## src/rtl/fetch_unit.sv

```systemverilog
// fetch_unit: pipelined instruction-fetch front end feeding decode through a DEPTH-entry in-order buffer.
// Optional feature macro: FETCH_ALIGN_CHECK_EN (misaligned redirect targets become a fault entry).
module fetch_unit #(
    parameter int unsigned     XLEN         = 32,
    parameter logic [XLEN-1:0] RESET_VECTOR = '0,
    parameter int unsigned     DEPTH        = 4
) (
    input  logic            clk,
    input  logic            reset,
    input  logic            redirect_valid,
    input  logic [XLEN-1:0] redirect_pc,
    output logic            imem_req_valid,
    output logic [XLEN-1:0] imem_req_addr,
    input  logic            imem_req_ready,
    input  logic            imem_rsp_valid,
    input  logic [31:0]     imem_rsp_data,
    output logic            instr_valid,
    output logic [31:0]     instr,
    output logic [XLEN-1:0] instr_pc,
    output logic            instr_fault,
    input  logic            instr_ready
);
    localparam int unsigned IW = $clog2(DEPTH);
    localparam int unsigned PW = IW + 1;
    localparam logic [PW:0] DEPTH_CNT = DEPTH[PW:0];

    typedef logic [PW-1:0] ptr_t;

    logic [XLEN-1:0] fetch_pc;
    ptr_t            alloc_ptr;
    ptr_t            fill_ptr;
    ptr_t            rd_ptr;
    ptr_t            discard_cnt;
    logic [XLEN-1:0] ent_pc   [DEPTH];
    logic [31:0]     ent_data [DEPTH];
    logic [DEPTH-1:0] ent_filled;
    logic            fault_park;
    logic            fault_pending;

    logic [IW-1:0]   alloc_idx;
    logic [IW-1:0]   fill_idx;
    logic [IW-1:0]   rd_idx;
    ptr_t            occupancy;
    ptr_t            in_flight;
    logic [PW:0]     committed;
    logic            rsp_accept;
    logic            rsp_drop;
    logic            rsp_fill;
    logic            req_fire;
    logic            head_valid;
    logic            instr_fire;
    logic [XLEN-1:0] redirect_target;
    logic            redirect_misaligned;

`ifdef FETCH_ALIGN_CHECK_EN
    assign redirect_target     = redirect_pc;
    assign redirect_misaligned = (redirect_pc[1:0] != 2'b00);
`else
    assign redirect_target     = redirect_pc & ~XLEN'(3);
    assign redirect_misaligned = 1'b0;
`endif

    assign alloc_idx = alloc_ptr[IW-1:0];
    assign fill_idx  = fill_ptr[IW-1:0];
    assign rd_idx    = rd_ptr[IW-1:0];

    // Entries allocated but not yet consumed, plus requests whose data will be dropped.
    assign occupancy = alloc_ptr - rd_ptr;
    assign in_flight = alloc_ptr - fill_ptr;
    assign committed = {1'b0, occupancy} + {1'b0, discard_cnt};

    // A response with nothing outstanding is a protocol violation and is ignored.
    assign rsp_accept = imem_rsp_valid && ((discard_cnt != '0) || (in_flight != '0));
    assign rsp_drop   = rsp_accept && (discard_cnt != '0);
    assign rsp_fill   = rsp_accept && (discard_cnt == '0) && !redirect_valid && !reset;

    assign imem_req_valid = !reset && !redirect_valid && !fault_park && (committed < DEPTH_CNT);
    assign imem_req_addr  = fetch_pc;
    assign req_fire       = imem_req_valid && imem_req_ready;

    assign head_valid  = ent_filled[rd_idx] && (alloc_ptr != rd_ptr);
    assign instr_valid = !reset && !redirect_valid && (head_valid || fault_pending);
    assign instr       = fault_pending ? 32'h0 : ent_data[rd_idx];
    assign instr_pc    = fault_pending ? fetch_pc : ent_pc[rd_idx];
    assign instr_fault = instr_valid && fault_pending;
    assign instr_fire  = instr_valid && instr_ready;

    always_ff @(posedge clk) begin
        if (reset) begin
            fetch_pc      <= RESET_VECTOR;
            alloc_ptr     <= '0;
            fill_ptr      <= '0;
            rd_ptr        <= '0;
            discard_cnt   <= '0;
            ent_filled    <= '0;
            fault_park    <= 1'b0;
            fault_pending <= 1'b0;
        end else if (redirect_valid) begin
            // Everything still owed by memory, minus the word arriving now, must be dropped.
            fetch_pc      <= redirect_target;
            alloc_ptr     <= '0;
            fill_ptr      <= '0;
            rd_ptr        <= '0;
            ent_filled    <= '0;
            discard_cnt   <= discard_cnt + in_flight - ptr_t'(rsp_accept);
            fault_park    <= redirect_misaligned;
            fault_pending <= redirect_misaligned;
        end else begin
            if (req_fire) begin
                ent_filled[alloc_idx] <= 1'b0;
                alloc_ptr             <= alloc_ptr + ptr_t'(1);
                fetch_pc              <= fetch_pc + XLEN'(4);
            end
            if (rsp_drop) begin
                discard_cnt <= discard_cnt - ptr_t'(1);
            end
            if (rsp_fill) begin
                ent_filled[fill_idx] <= 1'b1;
                fill_ptr             <= fill_ptr + ptr_t'(1);
            end
            if (instr_fire) begin
                if (fault_pending) begin
                    fault_pending <= 1'b0;
                end else begin
                    ent_filled[rd_idx] <= 1'b0;
                    rd_ptr             <= rd_ptr + ptr_t'(1);
                end
            end
        end
    end

    // NOTE: payload arrays carry no reset; the filled bits alone decide whether an entry is live.
    always_ff @(posedge clk) begin
        if (req_fire) begin
            ent_pc[alloc_idx] <= fetch_pc;
        end
        if (rsp_fill) begin
            ent_data[fill_idx] <= imem_rsp_data;
        end
    end

endmodule

```

## config.mk

```make
export PLATFORM = sky130hd
export DESIGN_NAME = fetch_unit
export DESIGN_NICKNAME = d
export VERILOG_FILES = /design/src/rtl/fetch_unit.sv
export SDC_FILE = /design/constraint.sdc
export NUM_CORES = 1
export LEC_CHECK = 0
export CORE_AREA = 2 2 221 223
export DETAILED_ROUTE_END_ITERATION = 12
export DIE_AREA = 0 0 223 225
export PLACE_DENSITY = 0.43
export SLEW_MARGIN = 20
export SYNTH_ARGS = -nofsm -noshare
export SYNTH_HDL_FRONTEND = slang
export SYNTH_SLANG_ARGS = --single-unit
```

## constraint.sdc

```tcl
create_clock -name clk -period 5.9 [get_ports clk]
set_input_delay 0.59 -clock clk [delete_from_list [all_inputs] [get_ports clk]]
set_output_delay 0.59 -clock clk [all_outputs]
set_load 0.01 [all_outputs]
```

==> flow_metrics.env, run 1 <==
export IMPL_fillers=4660
export IMPL_pwr_share_clk_pct=45.4
export IMPL_insertion_delay_ps=570
export IMPL_seq_power_share_pct=48.3
export IMPL_dpl_hpwl_um=18560
export IMPL_postCtsHoldBufs=0
export IMPL_setup_violations=0
export IMPL_slowest_delay_ps=580
export IMPL_grt_pass1_wl_um=45610
export IMPL_cts_tree="built"
export IMPL_ctsResizeCount=0
export IMPL_p_total_uw=4857
export IMPL_place_gp_congestion=0.6802
export IMPL_synth_largest_area_cell="edfxtp_1"
export IMPL_p_int_uw=3759
export IMPL_cts_made_buffers=37
export IMPL_rsz0062_at_grt="false"
export IMPL_power_density_nw_per_um2=315.6
export IMPL_switching_power_uw=1098
export IMPL_fin_ws_ps=2037
export IMPL_p_leak_uw=0.004914
export IMPL_drive_above_1_share_pct=15.73
export IMPL_drtPass1Iterations=4
export IMPL_fmax_ghz=0.2589
export IMPL_drv_slew=0
export IMPL_antenna_cells=0
export IMPL_setup_tns_ps=0
export IMPL_routed_wl_um=30450
export IMPL_reg2reg_slack_ps=2090
export IMPL_yosysMostFrequentCell="edfxtp_1"
export IMPL_fp_row_count=80
export IMPL_wire_per_inst_um=20.23
export IMPL_synthArstFlopShare_pct=0
export IMPL_synth_seq_area_share_pct=70.86
export IMPL_dieHeight_um=225
export IMPL_finClkSkew_ps=38.46
export IMPL_io_pins=169
export IMPL_drc_errors=0
export IMPL_dp_slack_ps=2001
export IMPL_post_route_period_util_pct=65.48
export IMPL_grt_usage_pct=12.20
export IMPL_finalCriticalPeriod_ps=3863
export IMPL_ys_types=48
export IMPL_grt_max_degree=40
export IMPL_ys_top_cells_by_count="edfxtp_1 (248), mux4_2 (63), dfxtp_1 (48)"
export IMPL_critical_path_class="reg2out"
export IMPL_tightest_slew_ps=1021
export IMPL_clk_pin_slew_ps=50
export IMPL_cp_max_fo=6
export IMPL_postCtsSetupRepairBufs=0
export IMPL_crit_chain="ha_1 > inv_1 > fa_1 > xnor2_1 > ha_1 > or3_1 > nor3_1 > clkdlybuf4s50_1"
export IMPL_arrival_ps=3270
export IMPL_ys_ff_latch=296
export IMPL_dpl_cell_count=1441
export IMPL_syn_area_per_cell_sq_um=17.30
export IMPL_status="finished, final reports clean"
export IMPL_first_iter_violations=424
export IMPL_start_kind="flop"
export IMPL_area_growth_pct=29.70
export IMPL_comb_power_share_pct=6.2
export IMPL_design_core_area_sq_um=47550
export IMPL_vias_per_cell=4.421
export IMPL_synth_area_sq_um=11870
export IMPL_slew_headroom_pct=31.96
export IMPL_worstPathRequired_ps=5310
export IMPL_h_tree_depth=2
export IMPL_swShare_pct=22.61
export IMPL_ir_worst_vdd_mv=0.3386
export IMPL_die_w_um=223
export IMPL_die_area_sq_um=50180
export IMPL_synth_edf_count=248
export IMPL_overflow=0
export IMPL_layout_nets=961
export IMPL_synth_area_leaders="edfxtp_1 (63%), mux4_2 (12%), dfxtp_1 (8.1%), ha_1 (2.4%), nand2_1 (1.3%)"
export IMPL_cp_common_cell="ha_1"
export IMPL_root_buffer="clkbuf_16"
export IMPL_cts_sinks=296
export IMPL_stdcell_count=1505
export IMPL_cp_end_kind="output pin"
export IMPL_grt_pass1_vias=6949
export IMPL_drv_cap=0
export IMPL_synth_top_area_share_pct=62.76
export IMPL_holdCritPathClass="reg2reg"
export IMPL_yosys_warnings=0
export IMPL_whs_ps=533.4
export IMPL_cts_buffer_depth=3
export IMPL_drtAntennaViolNets=0
export IMPL_synthFlopType="edfxtp_1"
export IMPL_vias=6654
export IMPL_hold_viol=0
export IMPL_synthCells=686
export IMPL_antenna_found_initial=3
export IMPL_initial_utilization_pct=24.96
export IMPL_portBuffers=161
export IMPL_slowest_stage="clkdlybuf4s50_1"
## cells by family after synthesis
kind of cell               count (synthesis)  synth area share [%]
DFF                                      296                 70.86
muxes                                     66                 12.23
AOI/OAI and AO/OA                         72                 3.933
other                                      1               0.03160
buffers and inverters                     57                 2.056
and+or+nand+nor                          145                 6.147
adders and majority gates                 26                 2.931
xor gates and xnor gates                  23                 1.814
## state kept, by name, indices dropped and copies added (netlist names), named ones only
name           flops
rd_ptr             3
fill_ptr           3
ent_filled         4
alloc_ptr          3
ent_pc           120
ent_data         128
imem_req_addr     30
discard_cnt        3
## final timing paths
| path | start | end | cells after the start |
|---|---|---|---|
| max | rd_ptr[0] | imem_req_valid | 8 |
| min | ent_filled[1] | ent_filled[1] | 2 |
| max reg2reg | rd_ptr[0] | ent_pc[3][5] | 10 |
| min reg2reg | ent_filled[1] | ent_filled[1] | 2 |
## through the flow
step	util, %	cell area (sq um)
6_report	32.37	15390
5_1_grt	32.37	15390
4_1_cts	32.37	15390
3_5_place_dp	29.87	14200
3_3_place_gp	29.87	14200
2_1_floorplan	-	11880
## layout by cell type, fill, tap and decap left out, types with 5 or more instances in the layout
master,instances
edfxtp_1,248
clkdlybuf4s50_1,161
mux4_2,63
dfxtp_1,46
nor2_1,40
nand2_1,40
clkbuf_16,37
ha_1,23
inv_1,19
a21oi_1,19
xnor2_1,15
a211oi_1,14
nand3_1,14
o21ai_1,12
nand4_1,12
buf_4,11
a31oi_1,10
xor2_1,7
or3_1,7
clkinv_1,7
and3_1,6
o211ai_1,6
clkbuf_1,6
conb_1,5
## critical path: cells and delay by family (launching register included)
kind,cells,cell delay (ps)
adder cells (fa/ha/maj),3,820
buffers and inverters,2,630
flip-flops,1,480
AND/OR/NAND/NOR,2,630
XOR/XNOR,1,170
## layout make-up
type | count | area, sq um | share of cell area [%]
Sequential cell | 296 | 8416 | 54.68
Clock buffer | 44 | 962.2 | 6.252
Clock inverter | 20 | 227.7 | 1.480
Multi-Input combinational cell | 337 | 3243 | 21.07
Tap cell | 615 | 769.5 | 5.000
Timing Repair Buffer | 172 | 1694 | 11.01
Inverter | 21 | 78.83 | 0.5122
## power groups by stage
| stage | Sequential [uW] | Clock (uW) | Combinational (uW) |
|---|---|---|---|
| 3_3_place_gp | 2390 | 0 | 306 |
| 6_report | 2350 | 2210 | 303 |
| 3_5_place_dp | 2390 | 0 | 307 |
| 5_1_grt | 2350 | 2370 | 336 |
| 2_1_floorplan | 2380 | 0 | 151 |
| 4_1_cts | 2350 | 2280 | 310 |
## metal layers
layer / vias up / share of wire (%) / track usage, %
met2: 182 / 45 / 18.77
met5: - / 0.16 / 0
met4: 6 / 2.2 / 3.572
met1: 3350 / 46 / 16.22
li1: 3059 / - / -
met3: 57 / 7.4 / 4.302
(Power assumes the default switching activity.)
==> run 2: changes to the inputs <==
Clock period 5.9 ns to 3.69 ns, I/O delays scaled along.
==> run 2 against run 1 <==
Effect of this change:
- register-to-register slack lost 1800 ps
- sequential share of layout area shrank 0.38 points
- highest routed layer unchanged
- clock skew shrank 9.0 ps
- first-iteration DRC count shrank 13%
- via count is the same
- sequential power grew 60%
- critical path type is now reg2reg
- power grew 55%
- core utilization grew 0.23 points
- non-clock buffer count grew 9
- count of clock-buffer cells in the layout grew 5
- critical path depth grew 4
- routed wire length shrank 2.3%
- largest cell class unchanged
==> flow_metrics.env, run 2 (synthesis gave the netlist of run 1 again) <==
export IMPL_clk_pin_slew_ps=60
export IMPL_drtAntennaViolNets=0
export IMPL_slew_headroom_pct=44.85
export IMPL_seq_power_share_pct=49.8
export IMPL_fmax_ghz=0.2916
export IMPL_p_leak_uw=0.004954
export IMPL_critical_path_class="reg2reg"
export IMPL_area_growth_pct=30.62
export IMPL_cp_max_fo=16
export IMPL_drc_errors=0
export IMPL_setup_violations=0
export IMPL_initial_utilization_pct=24.96
export IMPL_io_pins=169
export IMPL_drv_slew=0
export IMPL_routed_wl_um=29740
export IMPL_vias=6654
export IMPL_wire_per_inst_um=19.67
export IMPL_cts_made_buffers=35
export IMPL_worstPathRequired_ps=4170
export IMPL_root_buffer="clkbuf_16"
export IMPL_stdcell_count=1512
export IMPL_cts_buffer_depth=3
export IMPL_arrival_ps=3910
export IMPL_ctsResizeCount=2
export IMPL_drv_cap=0
export IMPL_place_gp_congestion=0.7028
export IMPL_reg2reg_slack_ps=260
export IMPL_rr_worst_depth=12
export IMPL_rr_startpoint="alloc_ptr[0]"
export IMPL_grt_usage_pct=11.95
export IMPL_final_seq_area_sq_um=8416
export IMPL_start_kind="flop"
export IMPL_cp_end_kind="flop"
export IMPL_swShare_pct=22.39
export IMPL_cts_tree="built"
export IMPL_final_common_cell="edfxtp_1"
export IMPL_min_path_cells=3
export IMPL_grt_max_degree=40
export IMPL_first_iter_violations=369
export IMPL_overflow=0
export IMPL_insertion_delay_ps=560
export IMPL_cts_sinks=296
export IMPL_post_route_period_util_pct=92.93
export IMPL_multi_input_area_sq_um=3248
export IMPL_pwr_share_clk_pct=43.7
export IMPL_dieHeight_um=225
export IMPL_die_w_um=223
export IMPL_min_from="redirect_pc[10]"
export IMPL_p_int_uw=5844
export IMPL_design_core_area_sq_um=47550
export IMPL_tightest_slew_ps=819.6
export IMPL_setup_tns_ps=0
export IMPL_drtPass1Iterations=4
export IMPL_comb_power_share_pct=6.5
export IMPL_hold_viol=0
export IMPL_antenna_cells=0
export IMPL_holdCritPathClass="in2reg"
export IMPL_grt_pass1_vias=6986
export IMPL_drive_above_1_share_pct=16.05
export IMPL_portBuffers=161
export IMPL_top_register="ent_data"
export IMPL_worstHoldEndpoint="imem_req_addr[10]"
export IMPL_rsz0062_at_grt="false"
export IMPL_switching_power_uw=1686
export IMPL_layout_nets=968
export IMPL_vias_per_cell=4.401
export IMPL_fillers=4587
export IMPL_postCtsSetupRepairBufs=0
export IMPL_dpl_cell_count=1450
export IMPL_fp_row_count=80
export IMPL_r2r_end="imem_req_addr[23]"
export IMPL_finClkSkew_ps=29.43
export IMPL_status="finished, final reports clean"
export IMPL_finalCriticalPeriod_ps=3429
export IMPL_grt_pass1_wl_um=44610
export IMPL_ir_worst_vdd_mv=0.2731
export IMPL_postCtsHoldBufs=0
export IMPL_largest_reg_flops=128
export IMPL_final_cell_mix="edfxtp_1 (248), clkdlybuf4s50_1 (160), mux4_2 (63)"
export IMPL_power_density_nw_per_um2=485.8
export IMPL_antenna_found_initial=3
export IMPL_die_area_sq_um=50180
export IMPL_h_tree_depth=2
export IMPL_dpl_hpwl_um=18580
[run 2: cell count changes in the layout (fill, tap and decap cells not counted), sizes merged, moves of 3 or more]
| cell | delta |
|---|---|
| clkbuf | +5 |
| clkinvlp | -3 |
| buf | +9 |
| clkinv | -3 |
[run 2: worst max path at each step]
stage                 start                 to  slack [ps]  cells after the start
6_report       alloc_ptr[0]  imem_req_addr[23]         260                     12
3_5_place_dp   alloc_ptr[0]  imem_req_addr[23]         240                     12
5_1_grt        alloc_ptr[0]   imem_req_addr[7]          70                     12
4_1_cts        alloc_ptr[0]  imem_req_addr[23]         230                     12
3_3_place_gp   alloc_ptr[0]  imem_req_addr[22]         300                     12
2_1_floorplan     rd_ptr[0]      ent_pc[0][10]         120                     10
[run 2: area by class of cell]
type,instances,area share (%)
Multi-Input combinational cell,337,20.96
Sequential cell,296,54.29
Timing Repair Buffer,181,12.33
Clock buffer,49,5.990
Clock inverter,13,0.9606
Inverter,21,0.5086
Tap cell,615,4.964
[run 2: through the flow]
| step | worst slack, ps | utilization, % | total power, uW | cell area [sq um] | hold slack [ps] |
|---|---|---|---|---|---|
| floorplan | 123.2 | - | 4048 | 11880 | 466.7 |
| global placement | 303.3 | 30.33 | 4319 | 14420 | 511.5 |
| detailed placement | 241.8 | 30.33 | 4317 | 14420 | 516.4 |
| CTS | 230.0 | 32.60 | 7663 | 15500 | 346.0 |
| global route | 66.76 | 32.60 | 7853 | 15500 | 379.1 |
| finish | 260.8 | 32.60 | 7529 | 15500 | 376.7 |
[run 2: worst max-delay path: stages, from the launching register on]
cell	delay, ps
dfxtp_1	340
inv_1	160
ha_1	160
inv_1	40
fa_1	370
xnor2_1	170
ha_1	240
or3_1	450
or4b_1	500
buf_4	230
nor4_2	330
xnor2_1	100
a211oi_1	220
[run 2: layer usage]
metal | vias to the layer above | routed length (um) | global-route usage (%)
met3 | 38 | 2484 | 4.589
li1 | 3072 | - | -
met1 | 3342 | 13400 | 15.68
met5 | - | 46 | 0
met4 | 6 | 463 | 2.988
met2 | 196 | 13340 | 18.59
[run 2: power groups by stage]
stage               sequential, uW  clock [uW]  combinational [uW]
floorplan                     3810           0                 242
global placement              3820           0                 498
detailed placement            3820           0                 496
CTS                           3750        3410                 500
global route                  3760        3550                 542
finish                        3750        3290                 491
